[src/rtl/uart_reg_cmd.sv]
// uart_reg_cmd -- UART command endpoint driving four 8-bit channel registers.
//
// Receives ASCII set commands 'S' <channel digit> <hex hi> <hex lo> over an
// 8N1 serial link and stores the byte in the selected channel register.
// Every command is answered on TX: "S<ch><HH>\r\n" on success, "E\r\n" on a
// malformed command. Replies are not queued; a command that completes while
// a reply is still going out updates its register silently.
//
// Optional feature: define READBACK_EN to add 'R' <channel digit>, which
// replies with the current register value without modifying it.
//
// Parameters:
//   CLK_HZ  system clock frequency in Hz
//   BAUD    serial bit rate; bit period is CLK_HZ/BAUD clocks (truncated)
//   NUM_CH  number of channel registers (digits '0'..NUM_CH-1)
//
// Ports:
//   CLK  in   system clock, rising edge
//   RST  in   synchronous active-high reset
//   RX   in   serial input, 8N1, LSB first (asynchronous to CLK)
//   TX   out  serial output, 8N1, LSB first, idles high

module uart_reg_cmd #(
  parameter int CLK_HZ = 12000000,
  parameter int BAUD   = 115200,
  parameter int NUM_CH = 4
) (
  input  logic CLK,
  input  logic RST,
  input  logic RX,
  output logic TX
);

  localparam int BIT_CLKS  = CLK_HZ / BAUD;
  localparam int HALF_CLKS = BIT_CLKS / 2;
  localparam int CNT_W     = $clog2(BIT_CLKS);
  localparam int CH_W      = (NUM_CH > 1) ? $clog2(NUM_CH) : 1;

  localparam logic [CNT_W-1:0] BIT_M1  = CNT_W'(BIT_CLKS - 1);
  localparam logic [CNT_W-1:0] HALF_M1 = CNT_W'(HALF_CLKS - 1);

  localparam logic [7:0] CH_FIRST = 8'h30;
  localparam logic [7:0] CH_LAST  = 8'(8'h30 + NUM_CH - 1);
  localparam logic [7:0] ASC_S    = 8'h53;
  localparam logic [7:0] ASC_E    = 8'h45;
  localparam logic [7:0] ASC_CR   = 8'h0D;
  localparam logic [7:0] ASC_LF   = 8'h0A;
`ifdef READBACK_EN
  localparam logic [7:0] ASC_R    = 8'h52;
`endif

  localparam logic [1:0] R_IDLE  = 2'd0;
  localparam logic [1:0] R_START = 2'd1;
  localparam logic [1:0] R_DATA  = 2'd2;
  localparam logic [1:0] R_STOP  = 2'd3;

  localparam logic [2:0] P_IDLE = 3'd0;
  localparam logic [2:0] P_CH   = 3'd1;
  localparam logic [2:0] P_HI   = 3'd2;
  localparam logic [2:0] P_LO   = 3'd3;
`ifdef READBACK_EN
  localparam logic [2:0] P_RD   = 3'd4;
`endif

  function automatic logic is_hex(input logic [7:0] b);
    return (b >= 8'h30 && b <= 8'h39) ||
           (b >= 8'h41 && b <= 8'h46) ||
           (b >= 8'h61 && b <= 8'h66);
  endfunction

  // Letters A-F/a-f all carry 1..6 in the low nibble, so +9 maps them to 10..15.
  function automatic logic [3:0] hex_val(input logic [7:0] b);
    if (b <= 8'h39) return b[3:0];
    return 4'(b[3:0] + 4'd9);
  endfunction

  function automatic logic [7:0] hex_chr(input logic [3:0] n);
    if (n < 4'd10) return 8'h30 + {4'b0, n};
    return 8'h37 + {4'b0, n};
  endfunction

  function automatic logic is_chan(input logic [7:0] b);
    return (b >= CH_FIRST) && (b <= CH_LAST);
  endfunction

  function automatic logic [CH_W-1:0] chan_idx(input logic [7:0] b);
    logic [7:0] d;
    d = b - CH_FIRST;
    return d[CH_W-1:0];
  endfunction

  function automatic logic [7:0] chan_chr(input logic [CH_W-1:0] idx);
    logic [7:0] d;
    d = '0;
    d[CH_W-1:0] = idx;
    return CH_FIRST + d;
  endfunction

  function automatic logic [9:0] frame(input logic [7:0] b);
    return {1'b1, b, 1'b0};
  endfunction

  logic             rx_s1, rx_s2;
  logic [1:0]       rx_st;
  logic [CNT_W-1:0] rx_cnt;
  logic [2:0]       rx_bitn;
  logic [7:0]       rx_data;
  logic             rx_vld;
  logic             rx_tick;

  logic [2:0]       p_st, p_nxt;
  logic [CH_W-1:0]  ch_sel;
  logic [3:0]       hi_nib;
  logic [7:0]       chreg [NUM_CH];

  logic             wr_en, rep_ok, rep_err, rep_go;
  logic [7:0]       wr_val, rep_chr, rep_val;
  logic             rep_req;
  logic [7:0]       rep_b [6];
  logic [2:0]       rep_len;

  logic             tx_busy;
  logic [CNT_W-1:0] tx_cnt;
  logic [3:0]       tx_bitn;
  logic [2:0]       tx_idx;
  logic [9:0]       tx_sh;
  logic             tx_last;

  assign rx_tick = (rx_cnt == '0);

  // ---- Receiver: synchroniser, start check at half bit, samples at bit centres
  always_ff @(posedge CLK) begin
    if (RST) begin
      rx_s1   <= 1'b1;
      rx_s2   <= 1'b1;
      rx_st   <= R_IDLE;
      rx_cnt  <= '0;
      rx_bitn <= '0;
      rx_vld  <= 1'b0;
    end else begin
      rx_s1  <= RX;
      rx_s2  <= rx_s1;
      rx_vld <= 1'b0;
      case (rx_st)
        // Any low level starts a frame; no preceding high is required.
        R_IDLE: begin
          if (!rx_s2) begin
            rx_st  <= R_START;
            rx_cnt <= HALF_M1;
          end
        end
        R_START: begin
          if (rx_tick) begin
            if (!rx_s2) begin
              rx_st   <= R_DATA;
              rx_cnt  <= BIT_M1;
              rx_bitn <= '0;
            end else begin
              rx_st <= R_IDLE;
            end
          end else begin
            rx_cnt <= rx_cnt - 1'b1;
          end
        end
        R_DATA: begin
          if (rx_tick) begin
            rx_cnt <= BIT_M1;
            if (rx_bitn == 3'd7) rx_st <= R_STOP;
            else rx_bitn <= rx_bitn + 3'd1;
          end else begin
            rx_cnt <= rx_cnt - 1'b1;
          end
        end
        // Back to idle right at the stop sample so an immediate start bit is caught.
        R_STOP: begin
          if (rx_tick) begin
            rx_st <= R_IDLE;
            if (rx_s2) rx_vld <= 1'b1;
          end else begin
            rx_cnt <= rx_cnt - 1'b1;
          end
        end
        default: rx_st <= R_IDLE;
      endcase
    end
  end

  // rx_data holds the last byte until the next frame's first data sample,
  // well after the parser has consumed it.
  always_ff @(posedge CLK) begin
    if (rx_st == R_DATA && rx_tick) rx_data <= {rx_s2, rx_data[7:1]};
  end

  // ---- Parser: decode one received byte per rx_vld
  always_comb begin
    p_nxt   = p_st;
    wr_en   = 1'b0;
    rep_ok  = 1'b0;
    rep_err = 1'b0;
    wr_val  = {hi_nib, hex_val(rx_data)};
    rep_chr = chan_chr(ch_sel);
    rep_val = wr_val;
    if (rx_vld) begin
      case (p_st)
        P_IDLE: begin
          if (rx_data == ASC_S) p_nxt = P_CH;
`ifdef READBACK_EN
          else if (rx_data == ASC_R) p_nxt = P_RD;
`endif
        end
        P_CH: begin
          if (is_chan(rx_data)) begin
            p_nxt = P_HI;
          end else begin
            p_nxt   = P_IDLE;
            rep_err = 1'b1;
          end
        end
        P_HI: begin
          if (is_hex(rx_data)) begin
            p_nxt = P_LO;
          end else begin
            p_nxt   = P_IDLE;
            rep_err = 1'b1;
          end
        end
        P_LO: begin
          p_nxt = P_IDLE;
          if (is_hex(rx_data)) begin
            wr_en  = 1'b1;
            rep_ok = 1'b1;
          end else begin
            rep_err = 1'b1;
          end
        end
`ifdef READBACK_EN
        P_RD: begin
          p_nxt = P_IDLE;
          if (is_chan(rx_data)) begin
            rep_ok  = 1'b1;
            rep_chr = rx_data;
            rep_val = chreg[chan_idx(rx_data)];
          end else begin
            rep_err = 1'b1;
          end
        end
`endif
        default: p_nxt = P_IDLE;
      endcase
    end
  end

  // Replies requested while the transmitter is busy are dropped, not queued.
  assign rep_go = (rep_ok || rep_err) && !tx_busy;

  always_ff @(posedge CLK) begin
    if (RST) begin
      p_st    <= P_IDLE;
      rep_req <= 1'b0;
      for (int i = 0; i < NUM_CH; i++) chreg[i] <= 8'h00;
    end else begin
      p_st    <= p_nxt;
      rep_req <= rep_go;
      if (wr_en) chreg[ch_sel] <= wr_val;
    end
  end

  always_ff @(posedge CLK) begin
    if (rx_vld && p_st == P_CH) ch_sel <= chan_idx(rx_data);
    if (rx_vld && p_st == P_HI) hi_nib <= hex_val(rx_data);
    if (rep_go) begin
      if (rep_ok) begin
        rep_b[0] <= ASC_S;
        rep_b[1] <= rep_chr;
        rep_b[2] <= hex_chr(rep_val[7:4]);
        rep_b[3] <= hex_chr(rep_val[3:0]);
        rep_b[4] <= ASC_CR;
        rep_b[5] <= ASC_LF;
        rep_len  <= 3'd6;
      end else begin
        rep_b[0] <= ASC_E;
        rep_b[1] <= ASC_CR;
        rep_b[2] <= ASC_LF;
        rep_len  <= 3'd3;
      end
    end
  end

  // ---- Transmitter: sends rep_b[0..rep_len-1] back to back, one stop bit each
  assign tx_last = (tx_idx == rep_len - 3'd1);

  always_ff @(posedge CLK) begin
    if (RST) begin
      TX      <= 1'b1;
      tx_busy <= 1'b0;
      tx_cnt  <= '0;
      tx_bitn <= '0;
      tx_idx  <= '0;
    end else if (!tx_busy) begin
      TX <= 1'b1;
      if (rep_req) begin
        tx_busy <= 1'b1;
        tx_idx  <= '0;
        tx_bitn <= '0;
        tx_cnt  <= BIT_M1;
        TX      <= 1'b0;
      end
    end else if (tx_cnt != '0) begin
      tx_cnt <= tx_cnt - 1'b1;
    end else begin
      tx_cnt <= BIT_M1;
      if (tx_bitn == 4'd9) begin
        if (tx_last) begin
          tx_busy <= 1'b0;
          TX      <= 1'b1;
        end else begin
          tx_idx  <= tx_idx + 3'd1;
          tx_bitn <= '0;
          TX      <= 1'b0;
        end
      end else begin
        tx_bitn <= tx_bitn + 4'd1;
        TX      <= tx_sh[1];
      end
    end
  end

  // tx_sh[0] always mirrors the bit currently on TX.
  always_ff @(posedge CLK) begin
    if (!tx_busy) begin
      if (rep_req) tx_sh <= frame(rep_b[0]);
    end else if (tx_cnt == '0) begin
      if (tx_bitn == 4'd9) begin
        if (!tx_last) tx_sh <= frame(rep_b[tx_idx + 3'd1]);
      end else begin
        tx_sh <= {1'b1, tx_sh[9:1]};
      end
    end
  end

endmodule

[config.mk]
export PLATFORM = sky130hd
export DESIGN_NAME = uart_reg_cmd
export DESIGN_NICKNAME = d
export VERILOG_FILES = /design/src/rtl/uart_reg_cmd.sv
export SDC_FILE = /design/constraint.sdc
export NUM_CORES = 1
export LEC_CHECK = 0
export CORE_ASPECT_RATIO = 2
export CORE_MARGIN = 1
export CORE_UTILIZATION = 41
export DETAILED_ROUTE_END_ITERATION = 8
export GPL_TIMING_DRIVEN = 0
export PLACE_DENSITY = 0.56
export SLEW_MARGIN = 40
export SYNTH_ARGS = -nofsm -noshare
export SYNTH_HDL_FRONTEND = slang
export SYNTH_SLANG_ARGS = --single-unit
[constraint.sdc]
create_clock -name CLK -period 6.7 [get_ports CLK]
set_clock_uncertainty 0.2 [all_clocks]
set_input_delay 1.34 -clock CLK [delete_from_list [all_inputs] [get_ports CLK]]
set_output_delay 1.34 -clock CLK [all_outputs]
set_load 0.01 [all_outputs]
Yosys cells after proc, flatten, opt, wreduce, memory -nomap -nowiden
Memory sizes are Yosys's and may differ from the RTL's.
Index checks and enable logic that the tools add are counted.
- bitwise gates (word level): 5
- multiply operators: 0
- add/subtract/negate cells: 13
- muxes and demuxes: 87
- shifts and indexed selects: 0
- equal/unequal tests: 25
- div/mod/pow operators: 0
- reduce and logical (&&, ||, !) cells: 28
- order comparisons: 9
- operators with widths (operator ; count):
    $mux 8 ; 11
    $mux 7 ; 8
    $mux 10 ; 5
    $mux 3 ; 11
    $mux 4 ; 8
    $mux 1 ; 31
    $add 6x4->7 const A ; 4
    $pmux 7 s4 ; 1
    $ne 2x2->1 const B ; 11
    $ge 8x7->1 const B ; 2
    $le 8x6->1 const B ; 2
    $le 8x7->1 const B ; 2
    $mux 2 ; 8
    $logic_not 7->1 ; 2
    $sub 7x1->7 const B ; 2
    $reduce_and 5->1 ; 2
    $pmux 3 s3 ; 1
    $reduce_and 3->1 ; 3
    $eq 8x7->1 const B ; 1
    $ge 8x6->1 const B ; 1
    $logic_and 1x1->1 ; 8
    $lt 4x4->1 const B ; 2
    $pmux 2 s4 ; 1
    $add 6x2->7 const A ; 1
    28 further kinds ; 39
- bits in latches: 0
- memories kept: 1
- word-level logic and storage cells: 186
- bits in writable memories: 48
- memory bits (read-only): 0
- register bits after elaboration: 62
- memories (name ; depth ; bits a word ; rd ports ; clocked after memory_dff ; write ports ; line ; source):
    rep_b ; 6 ; 8 ; 2 ; 0 ; 6 ; 119 ; logic [7:0] rep_b [6];

Depth between registers and ports, before layout
- depth after elaboration: 14
- mapped depth: 8
- gate-level depth less buffers: 8

Worst setup path before layout
OpenSTA, ideal clock, no wires.
- path kind: register -> register
- start: register rx_data[0]
- end: memory rep_b[3][2] (data pin)
- data required time: 6.240 ns
- path slack: 4.256 ns
- library setup time: 0.260 ns
- cell stages (with the launch flop): 9
- data arrival time: 1.984 ns
- period minus slack after synthesis: 2.444 ns
- cell sequence: edfxtp_1 inv_1 ha_1 o21ba_2 o21a_1 mux2i_1 ha_1 nand2_1 mux2_2
- RTL lines (element ; line ; source):
    start: declaration ; 107 ; logic [7:0] rx_data;
    start signal: assignment ; 191 ; if (rx_st == R_DATA && rx_tick) rx_data <= {rx_s2, rx_data[7:1]};
    end: declaration ; 119 ;

Worst setup path after layout
- start: input RST
- end: register rx_bitn[2]
- RTL lines (element ; line ; source):
    start: declaration ; 29 ; input logic RST,
    end signal: assignment ; 169 ; else rx_bitn <= rx_bitn + 3'd1;
    end: declaration ; 106 ; logic [2:0] rx_bitn;
No word-level cell between the ends.

==> reports/metrics.cfg <==
[global_route]
grt_max_degree = 17
grt_pass1_vias = 3270
gr-total-overflow = 0
antenna_found_initial = 0
grt_pass1_wl_mm = 15.9
grt.total_usage_pct = 20.4

[drt]
drc = 0
top_layer_used = met4
routedLengthMet1_mm = 3.48
wl_met2_mm = 5.33
wl_met3_um = 163
wl_per_cell_um = 17.0
drt_first_iter_violations = 180
via_per_inst = 5.78
ant_nets = 0
dr_total_vias = 3132
drt_wl_total_mm = 9.20
first_pass_iters = 4

[worst_setup_path]
crit_type = primary input to register
cp_max_fo = 10
startpoint = RST
crit_required_ns = 6.69
critPathCaptureType = register
worstPathArrival_ns = 2.85
r2r_start = rx_data[1]
crit_path_start_kind = primary input

[run_status]
outcome = completed

[cells_and_area]
final_cell_mix = nor2_1, dfxtp_1, edfxtp_1
nets = 454
area_growth_pct = 10.8
final_common_cell = nor2_1
n_antenna_cell = 0
final_core_util_pct = 47.2
final_layout_size_suffix_gt1_share_pct = 8.90
fillers = 909

[clock_tree]
clkSinkCount = 76
cts_hold_buffers = 0
clk_latency_ns = 0.34
clockRootBuffer = clkbuf_16
post_cts_buffers = 0
cts_tree = yes
cts_htree_levels = 3
path_clk_slew_ns = 0.06
cts_resized = 0
cts_buffers = 9
clk_path_buf_depth = 2

[timing]
tns_ns = 0
post-route-min-period_ns = 2.87
hold_viol_final = 0
max_freq_mhz = 349
rsz0062_at_grt = false
max-slew-margin-rel_pct = 57.6
tightest_slew_ns = 0.634
fin_crit_sh_pct = 42.8
drv_slew = 0
finalSetupViolations = 0

[power]
p_leak_uw = 0.00166
vdd_drop_max_mv = 0.167
power.density_mw_per_mm2 = 242
fin_total_pwr_uw = 1070

[floorplan]
initial_core_util_pct = 42.6
die_height_um = 142
ios = 4
fp.coreArea_mm2 = 0.00938
rows = 50
die_area_mm2 = 0.0102
die_w_um = 71.8

[synth]
postSynthAreaPerCell_um2 = 9.54
yosys_warnings = 0
ys_ff_latch = 76
ys_async_sr_fraction_pct = 0
ys.flop_type = dfxtp_1
yosysSeqAreaShare_pct = 45.8
synth_edf_count = 31
synth.distinct_cells = 71
syn-num-nets = 440
syn-instance-count = 419
syn-cell-area_mm2 = 0.00400

[placement]
place.gp.congestion = 0.864
hpwlAfterDp_mm = 7.02
io_buffers = 3

[hold_path]
min-delay-start = rx_s1
hold_path.class = register to register

[flow_run]
drv_cap = 0

[layer usage]
layer | up-vias | GRT usage [%]
met2 | 32 | 39.4
li1 | 1586 | -
met3 | 15 | 3.62
met5 | - | 0
met4 | 0 | 8.36
met1 | 1499 | 20.8
[power by group]
group	switching (µW)	leakage, µW	internal [µW]	total, µW
Sequential	12.0	0.000644	487	499
Combinational	82.6	0.000888	43.8	126
Clock	187	0.000127	258	445
Total	282	0.00166	789	1070
[layout make-up]
type | instances | area, µm² | area share, %
inverter | 30 | 113 | 2.54
tap | 104 | 130 | 2.94
sequential | 76 | 1830 | 41.3
timing repair buffer | 3 | 30.0 | 0.678
buffer | 13 | 57.6 | 1.30
clock inverter | 5 | 27.5 | 0.621
multi-input combinational | 300 | 2000 | 45.1
clock buffer | 11 | 243 | 5.48
[sequential cells by signal, indices dropped and copies added (netlist names), 2 cells and up, named ones only]
name and flops:
ch_sel 2, hi_nib 4, p_st 2, rep_b 18
rep_len 2, rx_bitn 3, rx_cnt 7, rx_data 8
tx_bitn 4, tx_cnt 7, tx_idx 3, tx_sh 8
[critical path, stage by stage]
cell and delay (ns):
clkdlybuf4s50_1 0.47, clkbuf_1 0.40, clkbuf_1 0.54, a21oi_1 0.10
[through the flow]
step | std cells | worst slack (ns) | area (µm²) | hold slack (ns)
after floorplan | 419 | 4.26 | 4000 | 0.189
after global placement | 526 | 3.43 | 4160 | 0.196
after detailed placement | 526 | 3.41 | 4160 | 0.198
after CTS | 542 | 3.76 | 4430 | 0.212
after global routing | 542 | 3.65 | 4430 | 0.236
final | 542 | 3.83 | 4430 | 0.208
[path summary, 6_finish.rpt]
kind	endpoint	slack [ns]	cells after the start
setup / recovery	rx_bitn[2]	3.83	4
setup reg to reg	rep_b[3][2]	3.94	8
hold / removal	rx_s2	0.21	1
hold reg to reg	rx_s2	0.21	1
[kinds of logic (layout without fill, tap and decap cells)]
kind of cell | after synthesis | after routing | share of synthesized area, %
flops | 76 | 76 | 45.8
buf+inv | 43 | 62 | 4.26
xor+xnor | 7 | 7 | 1.53
simple gates | 148 | 148 | 19.2
mux | 7 | 7 | 1.85
fa+ha+maj | 18 | 18 | 5.63
compound gates | 120 | 120 | 21.7
[synthesized netlist by cell type, types with 5 or more instances]
cell      instances  share of area [%]
a31oi_1           9                1.4
edfxtp_1         31                 23
nor2b_1           7                1.1
nand2_1          25                2.3
xnor2_1           5                1.1
nor2_1           49                4.6
nand3_1           9                1.1
or3_1             6               0.94
nor3_1           15                1.9
a32o_1            7                1.8
clkbuf_1         10               0.94
o22ai_1           5               0.78
a22oi_1           6                1.1
a21oi_1          30                3.8
dfxtp_1          45                 23
o21ai_0          12                1.5
ha_1             18                5.6
a211oi_1          5               0.94
inv_1            30                2.8
(Power assumes the default switching activity.)
